`config.mk`:
```
export PLATFORM = sky130hd
export DESIGN_NAME = fp32_err_monitor
export DESIGN_NICKNAME = d
export VERILOG_FILES = /design/src/rtl/fp32_err_pkg.sv /design/src/rtl/fp32_err_calc.sv /design/src/rtl/fp32_err_monitor.sv
export SDC_FILE = /design/constraint.sdc
export NUM_CORES = 1
export LEC_CHECK = 0
export BUFFER_PORTS_ARGS = -buffer_cell sky130_fd_sc_hd__buf_2
export CAP_MARGIN = 20
export CORE_MARGIN = 3
export CORE_UTILIZATION = 47
export DETAILED_ROUTE_END_ITERATION = 8
export PLACE_DENSITY_LB_ADDON = 0.1
export SLEW_MARGIN = 5
export SYNTH_ARGS = -nofsm -noshare
export SYNTH_HDL_FRONTEND = slang
export SYNTH_SLANG_ARGS = --single-unit
```
`constraint.sdc`:
```
create_clock -name clk -period 6.5 [get_ports clk]
set_clock_uncertainty 0.1 [all_clocks]
set_input_delay 0.325 -clock clk [delete_from_list [all_inputs] [get_ports clk]]
set_output_delay 0.325 -clock clk [all_outputs]
set_load 0.01 [all_outputs]
```
`src/rtl/fp32_err_pkg.sv`:
```
`default_nettype none
// ============================================================================
// Package  : fp32_err_pkg
// Brief    : Shared types, constants and helpers for the fp32 ULP error monitor.
// Revision : 1.0 - initial release
// ============================================================================
package fp32_err_pkg;

   typedef enum logic [1:0] {
      ST_IDLE   = 2'd0,
      ST_ACCUM  = 2'd1,
      ST_DRAIN  = 2'd2,
      ST_REPORT = 2'd3
   } state_t;

   localparam int unsigned c_PIPE_DEPTH = 2;

   // Lower edge of histogram bins 1..7; bin 0 holds err == 0.
   localparam logic [31:0] c_HIST_EDGE_1 = 32'd1;
   localparam logic [31:0] c_HIST_EDGE_2 = 32'd2;
   localparam logic [31:0] c_HIST_EDGE_3 = 32'd4;
   localparam logic [31:0] c_HIST_EDGE_4 = 32'd16;
   localparam logic [31:0] c_HIST_EDGE_5 = 32'd256;
   localparam logic [31:0] c_HIST_EDGE_6 = 32'd65536;
   localparam logic [31:0] c_HIST_EDGE_7 = 32'h0100_0000;

   // Monotonic map of fp32 bit patterns onto signed integers; +0 and -0 coincide.
   function automatic logic signed [32:0] ord(input logic [31:0] x);
      logic signed [32:0] mag;
      mag = $signed({1'b0, x[30:0]});
      return x[31] ? -mag : mag;
   endfunction

   function automatic logic [2:0] hist_bin(input logic [31:0] err);
      if (err < c_HIST_EDGE_1)      return 3'd0;
      else if (err < c_HIST_EDGE_2) return 3'd1;
      else if (err < c_HIST_EDGE_3) return 3'd2;
      else if (err < c_HIST_EDGE_4) return 3'd3;
      else if (err < c_HIST_EDGE_5) return 3'd4;
      else if (err < c_HIST_EDGE_6) return 3'd5;
      else if (err < c_HIST_EDGE_7) return 3'd6;
      else                          return 3'd7;
   endfunction

endpackage
`default_nettype wire

```
`src/rtl/fp32_err_calc.sv`:
```
`default_nettype none
// ============================================================================
// Module   : fp32_err_calc
// Brief    : Two-stage pipeline producing the ULP error and flag mismatch per pair.
// Revision : 1.0 - initial release
// ============================================================================
module fp32_err_calc
   import fp32_err_pkg::*;
(
   input  logic        clk,
   input  logic        rst,
   input  logic        xfer,
   input  logic [31:0] exact_res,
   input  logic        exact_vld,
   input  logic [31:0] approx_res,
   input  logic        approx_vld,
   output logic        out_stb,
   output logic [31:0] err,
   output logic        flag_diff
);

   logic signed [32:0] r_ord_exact;
   logic signed [32:0] r_ord_approx;
   logic               r_flag_s1;
   logic               r_stb_s1;
   logic [31:0]        w_err;

   always_ff @(posedge clk or posedge rst) begin
      if (rst) begin
         r_ord_exact  <= '0;
         r_ord_approx <= '0;
         r_flag_s1    <= 1'b0;
         r_stb_s1     <= 1'b0;
      end else begin
         r_stb_s1 <= xfer;
         if (xfer) begin
            r_ord_exact  <= ord(exact_res);
            r_ord_approx <= ord(approx_res);
            r_flag_s1    <= exact_vld ^ approx_vld;
         end
      end
   end

   // |diff| never exceeds 2^32-2, so the low 32 bits of the ordered difference suffice.
   assign w_err = (r_ord_approx >= r_ord_exact) ? 32'(r_ord_approx - r_ord_exact)
                                                : 32'(r_ord_exact - r_ord_approx);

   always_ff @(posedge clk or posedge rst) begin
      if (rst) begin
         out_stb   <= 1'b0;
         err       <= '0;
         flag_diff <= 1'b0;
      end else begin
         out_stb <= r_stb_s1;
         if (r_stb_s1) begin
            err       <= w_err;
            flag_diff <= r_flag_s1;
         end
      end
   end

endmodule
`default_nettype wire

```
`src/rtl/fp32_err_monitor.sv`:
```
`default_nettype none
// ============================================================================
// Module   : fp32_err_monitor
// Brief    : Windowed ULP error statistics between exact and approximate fp32 products.
// Options  : FP32_ERR_HIST_EN adds the eight-bin rpt_hist error histogram output.
// Revision : 1.0 - initial release
// ============================================================================
module fp32_err_monitor
   import fp32_err_pkg::*;
#(
   parameter int WIN   = 1024,
   parameter int CNT_W = 16,
   parameter int SUM_W = 48
) (
   input  logic               clk,
   input  logic               rst,
   input  logic               start,
   output logic               busy,
   input  logic               in_valid,
   output logic               in_ready,
   input  logic [31:0]        exact_res,
   input  logic               exact_vld,
   input  logic [31:0]        approx_res,
   input  logic               approx_vld,
   output logic               rpt_valid,
   input  logic               rpt_ready,
   output logic [31:0]        rpt_max_err,
   output logic [SUM_W-1:0]   rpt_sum_err,
   output logic [CNT_W-1:0]   rpt_mism_cnt,
   output logic [CNT_W-1:0]   rpt_flag_cnt,
   output logic               rpt_sat
`ifdef FP32_ERR_HIST_EN
   ,
   output logic [8*CNT_W-1:0] rpt_hist
`endif
);

   localparam int                 c_ADD_W   = ((SUM_W > 32) ? SUM_W : 32) + 1;
   localparam logic [CNT_W-1:0]   c_WIN     = CNT_W'(WIN);
   localparam logic [c_ADD_W-1:0] c_SUM_MAX = (c_ADD_W'(1) << SUM_W) - c_ADD_W'(1);

   state_t              r_state;
   state_t              w_state_nxt;
   logic [1:0]          r_drain_cnt;
   logic [CNT_W-1:0]    r_acc_cnt;
   logic                w_xfer;
   logic                w_last;
   logic                w_enter_accum;
   logic                w_stb;
   logic [31:0]         w_err;
   logic                w_flag_diff;
   logic [c_ADD_W-1:0]  w_sum_wide;
   logic                w_sum_ovf;
   logic [31:0]         r_max;
   logic [SUM_W-1:0]    r_sum;
   logic [CNT_W-1:0]    r_mism;
   logic [CNT_W-1:0]    r_flag;
   logic                r_sat;

   assign w_xfer        = in_valid & in_ready;
   assign w_last        = w_xfer && (r_acc_cnt == c_WIN - CNT_W'(1));
   assign w_enter_accum = (r_state == ST_IDLE) && start;

   always_ff @(posedge clk or posedge rst) begin
      if (rst) r_state <= ST_IDLE;
      else     r_state <= w_state_nxt;
   end

   always_comb begin
      w_state_nxt = r_state;
      case (r_state)
         ST_IDLE:   if (start) w_state_nxt = ST_ACCUM;
         ST_ACCUM:  if (w_last) w_state_nxt = ST_DRAIN;
         ST_DRAIN:  if (r_drain_cnt == 2'(c_PIPE_DEPTH - 1)) w_state_nxt = ST_REPORT;
         ST_REPORT: if (rpt_ready) w_state_nxt = ST_IDLE;
         default:   w_state_nxt = ST_IDLE;
      endcase
   end

   always_comb begin
      busy      = (r_state != ST_IDLE);
      in_ready  = (r_state == ST_ACCUM) && (r_acc_cnt < c_WIN);
      rpt_valid = (r_state == ST_REPORT);
   end

   always_ff @(posedge clk or posedge rst) begin
      if (rst) begin
         r_drain_cnt <= 2'd0;
         r_acc_cnt   <= '0;
      end else begin
         r_drain_cnt <= (r_state == ST_DRAIN) ? r_drain_cnt + 2'd1 : 2'd0;
         if (w_enter_accum)  r_acc_cnt <= '0;
         else if (w_xfer)    r_acc_cnt <= r_acc_cnt + CNT_W'(1);
      end
   end

   fp32_err_calc u_calc (
      .clk        (clk),
      .rst        (rst),
      .xfer       (w_xfer),
      .exact_res  (exact_res),
      .exact_vld  (exact_vld),
      .approx_res (approx_res),
      .approx_vld (approx_vld),
      .out_stb    (w_stb),
      .err        (w_err),
      .flag_diff  (w_flag_diff)
   );

   assign w_sum_wide = c_ADD_W'(r_sum) + c_ADD_W'(w_err);
   assign w_sum_ovf  = (w_sum_wide > c_SUM_MAX);

   // Pairs with disagreeing valid flags only feed the flag counter.
   always_ff @(posedge clk or posedge rst) begin
      if (rst) begin
         r_max  <= '0;
         r_sum  <= '0;
         r_mism <= '0;
         r_flag <= '0;
         r_sat  <= 1'b0;
      end else if (w_enter_accum) begin
         r_max  <= '0;
         r_sum  <= '0;
         r_mism <= '0;
         r_flag <= '0;
         r_sat  <= 1'b0;
      end else if (w_stb) begin
         if (w_flag_diff) begin
            r_flag <= r_flag + CNT_W'(1);
         end else begin
            if (w_err > r_max) r_max <= w_err;
            r_sum <= w_sum_ovf ? {SUM_W{1'b1}} : SUM_W'(w_sum_wide);
            if (w_sum_ovf)     r_sat <= 1'b1;
            if (w_err != '0)   r_mism <= r_mism + CNT_W'(1);
         end
      end
   end

   assign rpt_max_err  = r_max;
   assign rpt_sum_err  = r_sum;
   assign rpt_mism_cnt = r_mism;
   assign rpt_flag_cnt = r_flag;
   assign rpt_sat      = r_sat;

`ifdef FP32_ERR_HIST_EN
   logic [CNT_W-1:0] r_hist [8];
   logic [2:0]       w_bin;

   assign w_bin = hist_bin(w_err);

   always_ff @(posedge clk or posedge rst) begin
      if (rst) begin
         for (int i = 0; i < 8; i++) r_hist[i] <= '0;
      end else if (w_enter_accum) begin
         for (int i = 0; i < 8; i++) r_hist[i] <= '0;
      end else if (w_stb && !w_flag_diff) begin
         r_hist[w_bin] <= r_hist[w_bin] + CNT_W'(1);
      end
   end

   for (genvar g = 0; g < 8; g++) begin : g_hist_out
      assign rpt_hist[g*CNT_W +: CNT_W] = r_hist[g];
   end
`endif

endmodule
`default_nettype wire

```
### Word level (Yosys, flattened, before mapping)

Index checks and enable logic that the tools add are counted.

* flip-flop bits (word level): 235
* memory bits (read-only): 0
* input bits: 71
* RAM bits: 0
* latch bits: 0
* logic and storage cells: 88
* memories kept: 0
* output and inout port bits: 116

* bitwise logic cells: 2
* mux-type cells: 30
* reductions and logical operators: 18
* divide/modulo/power cells: 0
* eq/ne operators: 10
* add/sub/neg operators: 9
* shift operators: 0
* multipliers: 0
* order comparisons: 4

Operators with widths (count)
* 48-bit 2-to-1 mux: 4
* 32-bit 2-to-1 mux: 5
* 16-bit 2-to-1 mux: 9
* 33-bit 2-to-1 mux: 2
* 31-bit negator with 33-bit output: 2
* 32-bit subtractor: 2
* 48-bit by 32-bit adder with 49-bit output: 1
* 49-bit by 48-bit > comparator with 1-bit output (second input constant): 1
* 16-bit by 1-bit adder with 16-bit output (second input constant): 3
* 33-bit greater-or-equal comparator: 1
* 32-bit > comparator: 1
* 32-bit nonzero test: 1
* 16-bit by 10-bit == test with 1-bit output (second input constant): 1
* 16-bit by 11-bit < comparator with 1-bit output (second input constant): 1
* 2-bit nonzero test: 7
* 2-bit 2-to-1 mux: 5
* 3-bit AND reduction: 3
* 2-bit inequality test (second input constant): 4
* 2-bit case mux with 4 select lines: 1
* 2-bit by 1-bit == test with 1-bit output (second input constant): 2
* 2-bit == test (second input constant): 2
* 1-bit 2-to-1 mux: 4
* 2-bit AND reduction: 2
* 4-bit AND reduction: 1
* 6 further kinds: 8

### Depth between registers and ports, before layout

Gate-level depths: netlist of the first run.

* word-level depth: 6
* gate-level depth with buffers: 14
* depth with buffers taken out: 12

### Cells and area by module

Synthesis of the first run repeated with hierarchy kept, for this count alone.

* cell total of the unflattened synthesis: 2028
* area total of the unflattened synthesis: 17390.4 um^2

By module, submodules not included
* fp32_err_monitor: area an instance 8894.8 um^2, instances 1, sequential area each 3328.2 um^2, cells an instance 1008
* fp32_err_calc: area an instance 8495.6 um^2, instances 1, sequential area each 2552.4 um^2, cells an instance 1020

### Least setup slack after synthesis of the first run

Ideal clock, no wire load.

* path kind: register to register
* start point: reg u_calc.r_ord_approx[6]
* end point: reg u_calc.err[24]
* period minus slack after synthesis: 3.322 ns
* required time: 6.331 ns
* slack: 3.178 ns
* path buffers: 2
* cell stages (with the launch flop): 14
* library setup time: 0.069 ns
* arrival time: 3.153 ns
* cell sequence: dfrtp_1 inv_1 ha_1 clkbuf_1 a211oi_1 o21ai_1 a2111oi_0 a21oi_1 o21ai_1 and2_1 buf_4 mux2_1 a2111oi_0 nand3b_1

* cells in the longest elaborated chain, start to end: 2
* elaborated cells on any way between the ends: 4
* those cells by class: add/sub (2); order compare (1); mux (1)

Ends and longest elaborated chain
* start, declared: line fp32_err_calc.sv:23 `logic signed [32:0] r_ord_approx;`
* start signal, assigned: line fp32_err_calc.sv:38 `r_ord_approx <= ord(approx_res);`
* 32-bit subtractor, or another cell as far along: line fp32_err_calc.sv:46 `: 32'(r_ord_exact - r_ord_approx);`
* 32-bit 2-to-1 mux (*): line fp32_err_calc.sv:45 `assign w_err = (r_ord_approx >= r_ord_exact) ? 32'(r_ord_approx - r_ord_exact)`
* end signal, assigned: line fp32_err_calc.sv:56 `err <= w_err;`
* end, declared: line fp32_err_calc.sv:18 `output logic [31:0] err,`

Every way passes the cells marked *; elsewhere a longest branch is shown, timed or not.
A chain may end at the register's enable or synchronous reset.

### Final worst setup path of the first run

* start point: reg u_calc.r_ord_approx[16]
* end point: reg u_calc.err[24]

The elaborated chain is that of the path after synthesis.

==> results of run 1 <==
-- routing by layer --
layer	up-vias	track usage, %	share of wire (%)
li1	7623	-	-
met1	7429	36.9	46
met2	472	42.0	46
met3	94	2.39	5.0
met4	0	7.52	2.8
met5	-	0	0
-- stage by stage --
step                setup WS [ps]  cell area (um^2)  hold WS [ps]  utilization [%]
floorplan                    3000             17100           252                -
global placement             2470             18300           320             51.2
detailed placement           2160             18300           338             51.2
CTS                          2100             19700         0.376             55.1
global route                 1660             19700          21.0             55.2
finish                       1960             19700          23.1             55.2
-- state kept, by name (all words and copies together), names as in the netlist, 2 cells and up --
name,count
rpt_sum_err,48
u_calc.r_ord_approx,33
u_calc.r_ord_exact,33
rpt_max_err,32
u_calc.err,32
r_acc_cnt,16
rpt_flag_cnt,16
rpt_mism_cnt,16
r_drain_cnt,2
r_state,2
-- area by class of cell --
| type | count | area (um^2) |
|---|---|---|
| fill | 3411 | 16000 |
| multi-input combinational | 1564 | 10300 |
| sequential | 235 | 5880 |
| timing repair buffer | 248 | 1550 |
| clock buffer | 41 | 790 |
| tap | 461 | 577 |
| inverter | 144 | 544 |
| clock inverter | 9 | 130 |
-- synth_stat cells (20+ instances only) --
master    instances  area, um^2
mux2i_1          26         260
o21ai_0         143         716
nor2_1          142         533
dfrtp_1         235        5880
a21oi_1         176         881
xor2_1           98         858
o31ai_1          22         165
nand4_1          37         231
xnor2_1          60         526
inv_1           142         533
nand3_1          78         390
ha_1            139        1740
a21o_1           53         398
nand2_1         194         728
clkbuf_1         93         349
nor3_1           21         105
o21ai_1          69         345
nor4_1           20         125
-- final timing paths --
path	slack, ps	start	cells after the start	to
min in group asynchronous	280	rst	3	r_acc_cnt[4]
hold / removal	20	exact_res[5]	4	u_calc.r_ord_exact[5]
max in group asynchronous	4790	rst	4	rpt_max_err[20]
hold reg to reg	340	r_drain_cnt[0]	1	r_drain_cnt[0]
setup / recovery	1960	u_calc.r_ord_approx[16]	11	u_calc.err[24]
setup reg to reg	1960	u_calc.r_ord_approx[16]	11	u_calc.err[24]
-- power by group through the flow --
| stage | Combinational [mW] | Clock [mW] | Sequential, mW |
|---|---|---|---|
| finish | 7.16 | 1.58 | 2.60 |
| CTS | 7.05 | 1.62 | 2.59 |
| detailed placement | 6.98 | 0 | 2.62 |
| floorplan | 5.16 | 0 | 2.42 |
| global route | 7.95 | 1.67 | 2.66 |
| global placement | 6.96 | 0 | 2.60 |
-- cell families after synthesis --
| group | Yosys count | share of synthesized area, % |
|---|---|---|
| adders and majority gates | 142 | 10.5 |
| AOI/OAI and AO/OA | 621 | 22.2 |
| muxes | 30 | 1.79 |
| xor gates and xnor gates | 158 | 8.10 |
| DFF | 235 | 34.4 |
| and+or+nand+nor | 613 | 17.3 |
| buffers and inverters | 250 | 5.67 |
-- critical path, cell delays in order (launching register included) --
cell and delay (ps):
dfrtp_1 370, inv_1 50, ha_1 430, a21oi_1 290
o21ai_1 160, a2111oi_0 650, a21oi_1 210, o21ai_1 440
and2_1 760, mux2_1 410, a2111oi_0 420, nand3b_1 160
==> results.md, run 1 <==
- Worst Path Max Fanout: 18
- Critical Path End Type: register
- GP Congestion: 0.940
- Primary FF master, synth: dfrtp_1
- Largest net degree at the start of global routing: 152
- Cell area after synthesis: 17100 um^2
- Nets: 2434
- Clock buffer count from CTS: 28
- Worst-skew pair later-pin latency: 580 ps
- N_diodes: 0
- Non-Filler Instances: 2702
- First-pass GRT wire length: 81500 um
- Clock period minus worst slack: 4540 ps
- Layout area overhead: 15.4%
- Ys Warns: 0
- Post-CTS Setup Bufs: 0
- Crit start category: register
- Ys async rst share: 100%
- Final Hold Viols: 0
- Data arrival, critical path: 4950 ps
- Cts repair resizes: 0
- Power per standard cell area: 575 nW/um^2
- Syn Area/Cell: 8.34 um^2
- Most common cell after layout, fill and taps aside: dfrtp_1
- Total Wirelength: 50900 um
- Peak VDD IR: 309 uV
- Die W: 197 um
- Final Power: 11.3 mW
- Worst-Margin Slew: 1040 ps
- Die H: 197 um
- Syn nets: 2262
- Vias post-DR: 15600
- Hold buffers post-CTS: 47
- IO buf count: 186
- Max-cap violation count: 0
- Core area: 35700 um^2
- Leak: 9.32 nW
- DRT iter0 DRCs: 856
- Post-Place Cells: 2603
- Number of distinct library cells after synthesis: 83
- DRT antenna net count: 0
- Grt total ovfl: 0
- Req. time, crit path: 6910 ps
- CTS max path bufs: 3
- Setup CP Type: register to register
- I/O pins: 187
- Initial Util: 47.8%
- GR Util All Layers: 25.8%
- Number of global-route vias before repair: 15000
- CTS sink cnt: 235
- Switching power: 5.67 mW
- RSZ-0062 raised after global routing: false
- Worst-path clk slew: 70 ps
- HPWL Detailed: 37800 um
- Synthesis-stage register bit count: 235
- EDFF count, synth: 0
- Seq pwr share: 23.0%
- Fmax: 220 MHz
- Pint: 5.67 mW
- Die area: 38700 um^2
- Sw Ratio: 50.0%
- Clock Power Share: 13.9%
- Status: completed
- Pins over their slew limit: 0
- Sequential element share of the synthesized area: 34.4%
- DRC violations left: 0
- Final Cycle Share: 69.9%
- Routed len/inst: 18.8 um
- H-tree levels: 1
- Initial antenna violation count: 0
- Share of post-route cells with drive strength above 1: 12.0%
- Commonest cells after routing, fill and taps aside: 234 x dfrtp_1, 194 x nand2_1, 186 x buf_2, 176 x a21oi_1, 143 x o21ai_0
- Syn Inst Count: 2049
- Clock tree from TritonCTS: built
- Setup violations, final: 0
- Hold Crit Class: input pin to register
- Part of the power in combinational logic: 63.1%
- # rows: 69
- Relative slew slack: 30.4%
- Vias per std cell: 5.78
- Detailed Routing Iterations Pass 1: 6
- Setup TNS: 0 ps
- CTS Root Buffer Type: clkbuf_16
(Power assumes the default switching activity.)
==> run 2, diff against run 1 <==
clock period = 4.44 ns   (was 6.5 ns; I/O delays follow)
==> run 2 against run 1 <==
Net effect: routed wire length increased by 0.75%; die area unchanged; clock-buffer cell count decreased by 5; global-route usage increased by 0.16 points; via count increased by 1.1%; fmax increased by 15%; sequential power increased by 43%; critical path type unchanged.
==> results.md, run 2 (synthesized netlist as in run 1, its figures left out) <==
- Status: completed
- # rows: 69
- Pint: 8.54 mW
- Layout area overhead: 18.1%
- Hold EP: r_state[0]
- Leak: 9.55 nW
- Die W: 197 um
- Final Hold Viols: 0
- Setup TNS: 0 ps
- Critical Path End Type: register
- R2R Setup Slk: 480 ps
- Worst-skew pair later-pin latency: 570 ps
- Req. time, crit path: 4820 ps
- GR Util All Layers: 26.0%
- RR Endpoint: u_calc.err[24]
- Reg2Reg Launch Point: u_calc.r_ord_approx[6]
- CTS max path bufs: 3
- Most common cell after layout, fill and taps aside: dfrtp_1
- CTS Root Buffer Type: clkbuf_16
- Seq pwr share: 21.9%
- DRT antenna net count: 0
- Initial antenna violation count: 0
- Final Cycle Share: 89.2%
- Number of global-route vias before repair: 15400
- DRC violations left: 0
- Peak VDD IR: 403 uV
- HPWL Detailed: 38200 um
- Clock period minus worst slack: 3960 ps
- Routed len/inst: 18.7 um
- Largest net degree at the start of global routing: 166
- Relative slew slack: 31.5%
- Share of post-route cells with drive strength above 1: 12.8%
- Switching power: 8.35 mW
- H-tree levels: 1
- Vias per std cell: 5.74
- Commonest cells after routing, fill and taps aside: 234 x dfrtp_1, 194 x nand2_1, 186 x buf_2, 176 x a21oi_1, 143 x o21ai_0
- Max-cap violation count: 0
- Worst-Margin Slew: 1030 ps
- First-pass GRT wire length: 82100 um
- IO buf count: 186
- Worst Path Max Fanout: 10
- Power per standard cell area: 836 nW/um^2
- RSZ-0062 raised after global routing: false
- Total Wirelength: 51300 um
- Fmax: 253 MHz
- Crit start category: register
- Data arrival, critical path: 4340 ps
- I/O pins: 187
- DRT iter0 DRCs: 935
- Clock Power Share: 14.3%
- Vias post-DR: 15800
- Initial Util: 47.8%
- Setup violations, final: 0
- Detailed Routing Iterations Pass 1: 5
- Setup CP Type: register to register
- Pins over their slew limit: 0
- Hold Path Depth: 3
- Die area: 38700 um^2
- Final Core Density: 56.5%
- FF-to-FF path depth: 12
- Clock tree from TritonCTS: built
- Hold Crit Class: input pin to register
- Cts repair resizes: 0
- Clock buffer count from CTS: 28
- Core area: 35700 um^2
- Hold Crit Start: rpt_ready
- Worst-path clk slew: 60 ps
- CTS sink cnt: 235
- Grt total ovfl: 0
- N_diodes: 0
- Fillcell total: 3372
- Max reg flops: 48
- GP Congestion: 0.947
- Part of the power in combinational logic: 63.7%
- Die H: 197 um
- Nets: 2481
- Sw Ratio: 49.4%
[run 2: critical path: stages, from the launching register on]
cell       delay [ps]
dfrtp_1           370
inv_1              50
ha_1              400
a211oi_1          280
o21ai_1           130
a2111oi_0         550
a21oi_1           200
o21ai_1           420
and2_1            460
buf_4             270
a21oi_1           100
a2111oi_0         390
nand3b_1          160
[run 2: worst max-delay path by stage]
stage / start / endpoint / slack, ps
after floorplan: rst / r_acc_cnt[0] / 1040
after global placement: u_calc.r_ord_approx[6] / u_calc.err[30] / 730
after detailed placement: u_calc.r_ord_approx[6] / u_calc.err[24] / 580
after CTS: u_calc.r_ord_approx[6] / u_calc.err[24] / 530
after global routing: u_calc.r_ord_approx[16] / u_calc.err[24] / 160
final: u_calc.r_ord_approx[6] / u_calc.err[24] / 480
[run 2: per-layer routing]
metal	up-vias	GRT usage [%]	wire length, um
li1	7716	-	-
met1	7510	36.2	23500
met2	474	41.8	23100
met3	89	3.88	3080
met4	0	8.53	1600
met5	-	0	0
[run 2: timing repair]
item	CTS	global route
buffers inserted	0	0
hold buffers	75	0
hold endpoints to repair	305	0
[run 2: power groups by stage]
stage | Sequential [mW] | Clock, mW | Combinational [mW]
2_1_floorplan | 3.54 | 0 | 7.55
3_3_place_gp | 3.70 | 0 | 10.5
3_5_place_dp | 3.74 | 0 | 10.5
4_1_cts | 3.70 | 2.48 | 10.6
5_1_grt | 3.80 | 2.57 | 11.9
6_report | 3.71 | 2.42 | 10.8
[run 2: per-stage QoR]
stage	cell area [um^2]	std cells	hold WS [ps]	total power [mW]	setup slack (ps)
3_3_place_gp	18500	2623	320	14.2	728
5_1_grt	20200	2749	60.6	18.3	157
4_1_cts	20200	2748	10.8	16.8	527
6_report	20200	2749	30.0	16.9	480
2_1_floorplan	17100	2049	239	11.1	1040
3_5_place_dp	18500	2623	351	14.2	579
[run 2: cell type report]
class / count / area, um^2 / share of cell area [%]
Sequential cell: 235 / 5880 / 29.1
Timing Repair Buffer: 295 / 1960 / 9.69
Clock inverter: 14 / 191 / 0.948
Tap cell: 461 / 577 / 2.86
Inverter: 144 / 544 / 2.70
Multi-Input combinational cell: 1564 / 10300 / 50.8
Clock buffer: 36 / 781 / 3.87
==> run 3, diff against run 2 <==
BUFFER_PORTS_ARGS = -buffer_cell sky130_fd_sc_hd__clkbuf_2   (was -buffer_cell sky130_fd_sc_hd__buf_2)
CTS_BUF_LIST = sky130_fd_sc_hd__clkbuf_4 sky130_fd_sc_hd__clkbuf_8   (was unset)
==> run 3 against run 2 <==
Net effect: core utilization increased by 0.42 points; clock-buffer cell count up 36; cell count rose by 1.4%; combinational power hardly changed; first-iteration DRC count rose by 17%; routed wire length up 0.76%; hold slack improved by 120 ps; non-clock buffer count increased by 8; sequential share of layout area fell by 0.21 points; fmax decreased by 0.67%; largest cell class unchanged; highest routed layer unchanged.
==> results.md, run 3 (synthesized netlist as in run 1, its figures left out) <==
- # rows: 69
- Cts repair resizes: 0
- Die H: 197 um
- Placed Area: 18500 um^2
- CTS sink cnt: 235
- GP Congestion: 0.918
- Worst-Margin Slew: 1070 ps
- DRT antenna net count: 0
- Hold buffers post-CTS: 80
- Final Cell Area: 20300 um^2
- First-pass GRT wire length: 82000 um
- GR Util All Layers: 26.2%
- Status: completed
- DRT iter0 DRCs: 1098
- Vias post-DR: 15900
- CP max stage delay: 530 ps
- Largest net degree at the start of global routing: 155
- Clock period minus worst slack: 3990 ps
- Req. time, crit path: 4860 ps
- CTS max path bufs: 3
- Hold Crit Class: input pin to asynchronous set/reset pin
- Share of post-route cells with drive strength above 1: 14.2%
- Data arrival, critical path: 4400 ps
- Clock buffer count from CTS: 45
- Peak VDD IR: 292 uV
- Worst-path clk slew: 60 ps
- N_diodes: 0
- R2R Setup Slk: 450 ps
- Setup CP Type: register to register
- Fmax: 251 MHz
- Max-cap violation count: 0
- CP Cell Sequence: inv_1 > ha_1 > a211oi_1 > o21ai_1 > a2111oi_0 > a21oi_1 > o21ai_1 > and2_1 > mux2_1 > a2111oi_0 > nand3b_1
- Relative slew slack: 28.4%
- Most common cell after layout, fill and taps aside: dfrtp_1
- Die area: 38700 um^2
- Detailed Routing Iterations Pass 1: 5
- Commonest cells after routing, fill and taps aside: 234 x dfrtp_1, 194 x nand2_1, 186 x clkbuf_2, 176 x a21oi_1, 143 x o21ai_0
- Setup TNS: 0 ps
- Setup violations, final: 0
- Worst-skew pair later-pin latency: 580 ps
- Die W: 197 um
- Number of global-route vias before repair: 15100
- Layout area overhead: 19.0%
- CP max stage cell: a2111oi_0
- I/O pins: 187
- Routed len/inst: 18.5 um
- Initial Util: 47.8%
- Grt total ovfl: 0
- RSZ-0062 raised after global routing: false
- DRC violations left: 0
- Final Cycle Share: 89.8%
- Core area: 35700 um^2
- Worst Path Max Fanout: 11
- Pins over their slew limit: 0
- Crit start category: register
- Nets: 2506
- H-tree levels: 2
- Max reg flops: 48
- IO buf count: 186
- Critical Path End Type: register
- Final Hold Viols: 0
- Post-CTS Setup Bufs: 0
- Power per standard cell area: 836 nW/um^2
- Initial antenna violation count: 0
- Leak: 9.59 nW
- CTS Root Buffer Type: clkbuf_8
- FF-to-FF path depth: 11
- Total Wirelength: 51700 um
- Vias per std cell: 5.71
- HPWL Detailed: 38700 um
- Clock tree from TritonCTS: built
## run 3: cell types whose count changed in the layout (fill, tap and decap cells not counted), sizes merged
cell,change
buf,-183
clkbuf,+222
dlygate4sd3,+5
clkinv,-5
## run 3: worst paths after layout
check                                       startpoint                endpoint
worst max-delay path            u_calc.r_ord_approx[6]          u_calc.err[24]
worst min-delay path                               rst            r_acc_cnt[6]
worst max register to register  u_calc.r_ord_approx[6]          u_calc.err[24]
max in group asynchronous                          rst         rpt_max_err[26]
min in group clk                         exact_res[31]  u_calc.r_ord_exact[32]
worst min register to register          r_drain_cnt[0]          r_drain_cnt[0]
## run 3: per-layer routing
| metal | GRT usage [%] | share of wire [%] | wire [um] |
|---|---|---|---|
| met1 | 37.2 | 46 | 23800 |
| met2 | 41.7 | 45 | 23500 |
| met3 | 3.45 | 5.5 | 2860 |
| met4 | 8.32 | 3.0 | 1550 |
| met5 | 0 | 0 | 0 |
## run 3: layout make-up
type | count | area [um^2]
Clock buffer | 72 | 897
Clock inverter | 9 | 151
Fill cell | 3318 | 15400
Inverter | 144 | 544
Multi-Input combinational cell | 1564 | 10300
Sequential cell | 235 | 5880
Tap cell | 461 | 577
Timing Repair Buffer | 303 | 2030
## run 3: power breakdown
part | leakage [nW] | switching, mW | total [mW] | internal, mW
clock | 0.552 | 0.976 | 2.49 | 1.51
sequential | 3.03 | 0.832 | 3.71 | 2.88
combinational | 6.01 | 6.59 | 10.8 | 4.21
## run 3: critical path: cells and delay by family (launching register included)
kind            cells  cell delay (ps)
buf+inv             1               50
fa+ha+maj           1              410
simple gates        2              680
mux                 1              390
compound gates      6             1930
flops               1              360
## run 3: through the flow
stage          utilization (%)  worst slack [ps]  cells  hold WS (ps)  power, mW
3_3_place_gp              51.7               670   2626           196       14.2
5_1_grt                   56.9               162   2788           187       18.4
4_1_cts                   56.9               509   2787           134       16.9
2_1_floorplan                -              1040   2049           239       11.1
3_5_place_dp              51.7               542   2626           203       14.3
6_report                  56.9               454   2788           150       17.0
